File: src/rtl/pc_unit_if.sv
// Fetch-stage program counter bus: redirect/control requests in, fetch address and status out.
// master drives requests (pipeline control/debug side); slave is the pc unit.
interface pc_unit_if #(
    parameter int unsigned ADDR_W = 7,
    parameter int unsigned CNT_W  = 16
);
    logic              stall;
    logic              branch_taken;
    logic [ADDR_W-1:0] branch_target;
    logic              jump;
    logic [ADDR_W-1:0] jump_target;
    logic              halt_req;
    logic              resume;
    logic [ADDR_W-1:0] pc;
    logic [ADDR_W-1:0] pc_plus;
    logic              pc_valid;
    logic              halted;
    logic              wrapped;
    logic [CNT_W-1:0]  advance_count;

    modport master (
        output stall, branch_taken, branch_target, jump, jump_target, halt_req, resume,
        input  pc, pc_plus, pc_valid, halted, wrapped, advance_count
    );

    modport slave (
        input  stall, branch_taken, branch_target, jump, jump_target, halt_req, resume,
        output pc, pc_plus, pc_valid, halted, wrapped, advance_count
    );
endinterface

File: src/rtl/pc_unit.sv
// Registered program counter with branch/jump redirect, stall, halt/resume,
// sticky wrap flag and a saturating advance counter.
module pc_unit #(
    parameter int unsigned ADDR_W     = 7,
    parameter int unsigned STEP       = 1,
    parameter int unsigned RESET_ADDR = 0,
    parameter int unsigned CNT_W      = 16
) (
    input logic       clk,
    input logic       reset,
    pc_unit_if.slave  bus
);
    typedef enum logic {StRun, StHalt} state_e;

    state_e            state_q, state_d;
    logic [ADDR_W-1:0] pc_q, pc_d;
    logic              pc_valid_q, pc_valid_d;
    logic              wrapped_q, wrapped_d;
    logic [CNT_W-1:0]  count_q, count_d;
    logic [ADDR_W:0]   pc_sum;
    logic              advance;

    // Extra MSB carries the overflow that feeds the wrap flag.
    assign pc_sum = {1'b0, pc_q} + (ADDR_W + 1)'(STEP);

    always_comb begin
        state_d    = state_q;
        pc_d       = pc_q;
        pc_valid_d = pc_valid_q;
        wrapped_d  = wrapped_q;
        advance    = 1'b0;
        unique case (state_q)
            StRun: begin
                pc_valid_d = 1'b1;
                if (!bus.stall) begin
                    if (bus.branch_taken) begin
                        pc_d    = bus.branch_target;
                        advance = 1'b1;
                    end else if (bus.jump) begin
                        pc_d    = bus.jump_target;
                        advance = 1'b1;
                    end else if (bus.halt_req) begin
                        state_d    = StHalt;
                        pc_valid_d = 1'b0;
                    end else begin
                        pc_d    = pc_sum[ADDR_W-1:0];
                        advance = 1'b1;
                        if (pc_sum[ADDR_W]) wrapped_d = 1'b1;
                    end
                end
            end
            StHalt: begin
                if (bus.resume) begin
                    state_d    = StRun;
                    pc_valid_d = 1'b1;
                end
            end
            default: state_d = StRun;
        endcase
        count_d = (advance && (count_q != '1)) ? count_q + CNT_W'(1) : count_q;
    end

    always_ff @(posedge clk) begin
        if (reset) begin
            state_q    <= StRun;
            pc_q       <= ADDR_W'(RESET_ADDR);
            pc_valid_q <= 1'b0;
            wrapped_q  <= 1'b0;
            count_q    <= '0;
        end else begin
            state_q    <= state_d;
            pc_q       <= pc_d;
            pc_valid_q <= pc_valid_d;
            wrapped_q  <= wrapped_d;
            count_q    <= count_d;
        end
    end

    assign bus.pc            = pc_q;
    assign bus.pc_plus       = pc_sum[ADDR_W-1:0];
    assign bus.pc_valid      = pc_valid_q;
    assign bus.halted        = (state_q == StHalt);
    assign bus.wrapped       = wrapped_q;
    assign bus.advance_count = count_q;
endmodule

File: src/flat_wrapper.sv
// flat-port wrapper written by rule: the top's interface ports become plain ports
module pc_unit_flat 
#(
    parameter int unsigned ADDR_W     = 7,
    parameter int unsigned STEP       = 1,
    parameter int unsigned RESET_ADDR = 0,
    parameter int unsigned CNT_W      = 16
)
  (clk, reset, bus_stall, bus_branch_taken, bus_branch_target, bus_jump, bus_jump_target, bus_halt_req, bus_resume, bus_pc, bus_pc_plus, bus_pc_valid, bus_halted, bus_wrapped, bus_advance_count);
  pc_unit_if #(.ADDR_W(ADDR_W), .CNT_W(CNT_W)) bus_i ();
  input logic clk;
  input logic reset;
  input wire logic [$bits(bus_i.stall)-1:0] bus_stall;
  input wire logic [$bits(bus_i.branch_taken)-1:0] bus_branch_taken;
  input wire logic [$bits(bus_i.branch_target)-1:0] bus_branch_target;
  input wire logic [$bits(bus_i.jump)-1:0] bus_jump;
  input wire logic [$bits(bus_i.jump_target)-1:0] bus_jump_target;
  input wire logic [$bits(bus_i.halt_req)-1:0] bus_halt_req;
  input wire logic [$bits(bus_i.resume)-1:0] bus_resume;
  output wire logic [$bits(bus_i.pc)-1:0] bus_pc;
  output wire logic [$bits(bus_i.pc_plus)-1:0] bus_pc_plus;
  output wire logic [$bits(bus_i.pc_valid)-1:0] bus_pc_valid;
  output wire logic [$bits(bus_i.halted)-1:0] bus_halted;
  output wire logic [$bits(bus_i.wrapped)-1:0] bus_wrapped;
  output wire logic [$bits(bus_i.advance_count)-1:0] bus_advance_count;
  assign bus_i.stall = bus_stall;
  assign bus_i.branch_taken = bus_branch_taken;
  assign bus_i.branch_target = bus_branch_target;
  assign bus_i.jump = bus_jump;
  assign bus_i.jump_target = bus_jump_target;
  assign bus_i.halt_req = bus_halt_req;
  assign bus_i.resume = bus_resume;
  assign bus_pc = bus_i.pc;
  assign bus_pc_plus = bus_i.pc_plus;
  assign bus_pc_valid = bus_i.pc_valid;
  assign bus_halted = bus_i.halted;
  assign bus_wrapped = bus_i.wrapped;
  assign bus_advance_count = bus_i.advance_count;
  pc_unit #(.ADDR_W(ADDR_W), .STEP(STEP), .RESET_ADDR(RESET_ADDR), .CNT_W(CNT_W)) u_core (.clk(clk), .reset(reset), .bus(bus_i));
endmodule
File: config.mk
export PLATFORM = sky130hd
export DESIGN_NAME = pc_unit_flat
export DESIGN_NICKNAME = d
export VERILOG_FILES = /design/src/rtl/pc_unit_if.sv /design/src/rtl/pc_unit.sv /design/src/flat_wrapper.sv
export SDC_FILE = /design/constraint.sdc
export NUM_CORES = 1
export LEC_CHECK = 0
export ABC_AREA = 1
export CAP_MARGIN = 25
export CORE_MARGIN = 8
export CORE_UTILIZATION = 35
export DETAILED_ROUTE_END_ITERATION = 8
export PLACE_DENSITY_LB_ADDON = 0.15
export SLEW_MARGIN = 40
export SYNTH_ARGS = -nofsm -noshare
export SYNTH_HDL_FRONTEND = slang
export SYNTH_SLANG_ARGS = --single-unit
File: constraint.sdc
create_clock -name clk -period 3.75 [get_ports clk]
set_clock_uncertainty 0.15 [all_clocks]
set_input_delay 0.375 -clock clk [delete_from_list [all_inputs] [get_ports clk]]
set_output_delay 0.375 -clock clk [all_outputs]
set_load 0.02 [all_outputs]
==> metrics.md <==
| Metric | Value |
|---|---|
| Outcome | finished, final reports clean |
| Critical Path, Cell by Cell | ha_1 > nand2_1 > nor2_1 > xor2_1 > clkdlybuf4s50_1 |
| Worst setup margin | 1.25 ns |
| Final HPWL DP | 3600 um |
| Drt first pass iters | 4 |
| DRC viols | 0 |
| Register area | between 500 and 600 sq um |
| Max-cap violations | 0 |
| Initial Utilization | 0.362 |
| Max-Slew Margin vs Limit | 0.480 |
| Peak VDD IR | between 0.00015 and 0.0002 V |
| Post-layout min period | about 2.5 ns |
| Setup Fix Bufs, Post-CTS | 0 |
| Slowest CP cell | clkdlybuf4s50_1 |
| Slowest stage delay, CP | roughly 0.64 ns |
| CP Launch Type | flip-flop |
| Most frequent cells in the layout | nand2_1 (72), clkdlybuf4s50_1 (53), nor2_1 (38) |
| First-pass GRT wire length | just under 8000 um |
| Avg Vias per Cell | between 4 and 5 |
| Number of diodes | 0 |
| Clk slew on worst S/H paths | roughly 0.08 ns |
| Cell count after synthesis | 247 |
| Vias in the first global route | approximately 1,600 |
| Core area | around 0.0043 sq mm |
| Final period utilization | 0.666 |
| Hold_buf cts | 0 |
| Req. time, crit path | between 3 and 4 ns |
| Max-slew violation count | 0 |
| Starting DRT DRC Count | roughly 110 |
| Slew @ Worst Pin | slightly below 0.8 ns |
| DIE AREA | 0.00687 sq mm |
| RSZ-0062 raised after global routing | no |
| Crit Path Class | reg -> out |
| Mapped Area | ~0.0016 sq mm |
| Setup_tns | 0 ns |
| R2r startpoint | u_core.bus.advance_count[0] |
| Dpl ws | 1.21 ns |
| Root Buffer | clkbuf_8 |
| Worst R2R Setup Slack | 1.49 ns |
| Post-Syn Area per Cell | 6.34 sq um |
| CTS max path bufs | 2 |
| Chip width | just over 80 um |
| Area Overhead vs Synth | 38.5% |
| Crit-path max FO | 6 |
| Top delay family on crit path | buffers and inverters |
| Hold Path Class | reg -> reg |
| Synthesized net count | 270 |
| Fillers | around 460 |
| Synth unique cells | 24 |
| Synth Warn # | 0 |
| Worst Setup SP | u_core.bus.pc[0] |
| Antenna Nets Post-Route | 0 |
| Via count | ~1,700 |
| PwrDens | about 270 mW/mm^2 |
| GRT overflow | 0 |
| Sequential area share after synthesis | 0.333 |
| Layout cells sized above 1 | 0.0436 |
| Largest net degree at the start of global routing | 21 |
| Wire per inst | ~13 um |
| Htree depth | 1 |
| Input/output buffers | 53 |
| Lkg Pwr | 0.000782 uW |
| Worst Setup End Kind | output pin |
| Row cnt | 24 |
| Setup Viol. Count Final | 0 |
| Inserted Clock Buffers | 3 |
| CP bufs+invs | 1 |
| Most common cell after layout, fill and taps aside | nand2_1 |
| PostCTS Resize Cnt | 0 |
| #FFs+latches synth | 26 |
| Chip height | ~83 um |
| All-Layer GR Usage | 0.131 |
| Number of nets in the layout | 323 |
| RD Place Congestion | between 0.8 and 0.9 |
| Hold wc startpoint | u_core.bus.wrapped |
| Total wire length | between 4000 and 5000 um |
| Clock latency on the worst-skew pair | ~0.27 ns |
| TritonCTS Sinks | 26 |
| I/O pin cnt | between 50 and 60 |
| Fin. Hold Viols | 0 |
| Area of the multi-input gates | roughly 900 sq um |
| WP data arrival | 1.97 ns |
| Fmax achieved | approximately 0.40 GHz |
| Antenna violations before repair | 0 |
| CTS tree | yes |
[path summary, 6_finish.rpt]
| check | endpoint | depth (start not counted) |
|---|---|---|
| max reg2reg | u_core.bus.advance_count[15] | 8 |
| min reg2reg | u_core.bus.wrapped | 2 |
| min | u_core.bus.wrapped | 2 |
| max | bus_pc_plus[4] | 5 |
[per-stage QoR]
stage | total power (uW) | std cells | util | instance area (sq um) | hold WS [ns]
5_1_grt | 617 | 350 | 0.501 | 2170 | 0.343
3_5_place_dp | 436 | 347 | 0.492 | 2130 | 0.291
3_3_place_gp | 437 | 347 | 0.492 | 2130 | 0.290
2_1_floorplan | 371 | 247 | - | 1570 | 0.376
6_report | 583 | 350 | 0.501 | 2170 | 0.302
4_1_cts | 593 | 350 | 0.501 | 2170 | 0.305
[registers in the layout, indices dropped and copies added, names as in the netlist]
signal and cells:
u_core.bus.halted 1, u_core.bus.pc 7, u_core.bus.pc_valid 1, u_core.bus.wrapped 1, u_core.bus.advance_count 16
[worst register-to-register path, cell delays in order, from the launching register on]
cell and delay [ns]:
dfxtp_1 0.50, ha_1 0.31, nand2_2 0.09, nor2_2 0.15
nand2_2 0.12, o21ai_4 0.39, inv_2 0.23, nand2_1 0.12
a21oi_1 0.06
[power by group]
group	switching (uW)	internal (uW)
sequential	12.4	285
clock	82.5	71.9
combinational	69.3	61.6
[cell families after synthesis]
kind of cell	synth area share
simple gates	0.357
flops	0.333
xor+xnor	0.0560
fa+ha+maj	0.0160
buf+inv	0.0823
compound gates	0.156
[metal layers]
layer	wire [um]	global-route usage
met1	2170	0.172
met4	25	0.0192
met5	0	0
met2	2150	0.207
met3	316	0.0400
[cell type report]
cell class | count | area share
well taps | 52 | 0.0300
flip-flops and latches | 26 | 0.240
multi-input cells | 191 | 0.422
repair buffers | 53 | 0.245
inverters | 25 | 0.0439
clock buffers | 3 | 0.0190
[synthesized netlist by cell type, drive strengths merged]
| library cell | n | area [sq um] |
|---|---|---|
| o211ai | 2 | 15.0 |
| a31oi | 1 | 6.26 |
| xor2 | 8 | 70.1 |
| o21ai | 13 | 76.3 |
| a21oi | 28 | 140 |
| nor2 | 40 | 155 |
| o22ai | 1 | 6.26 |
| nand2 | 75 | 294 |
| ha | 2 | 25.0 |
| nand4 | 8 | 50.1 |
| buf | 2 | 22.5 |
| clkbuf | 3 | 11.3 |
| nand3 | 10 | 55.1 |
| dfxtp | 26 | 521 |
| inv | 24 | 90.1 |
| clkinv | 1 | 5.00 |
| xnor2 | 2 | 17.5 |
| nor3 | 1 | 5.00 |
No activity file was read; power rests on OpenSTA's default activity.
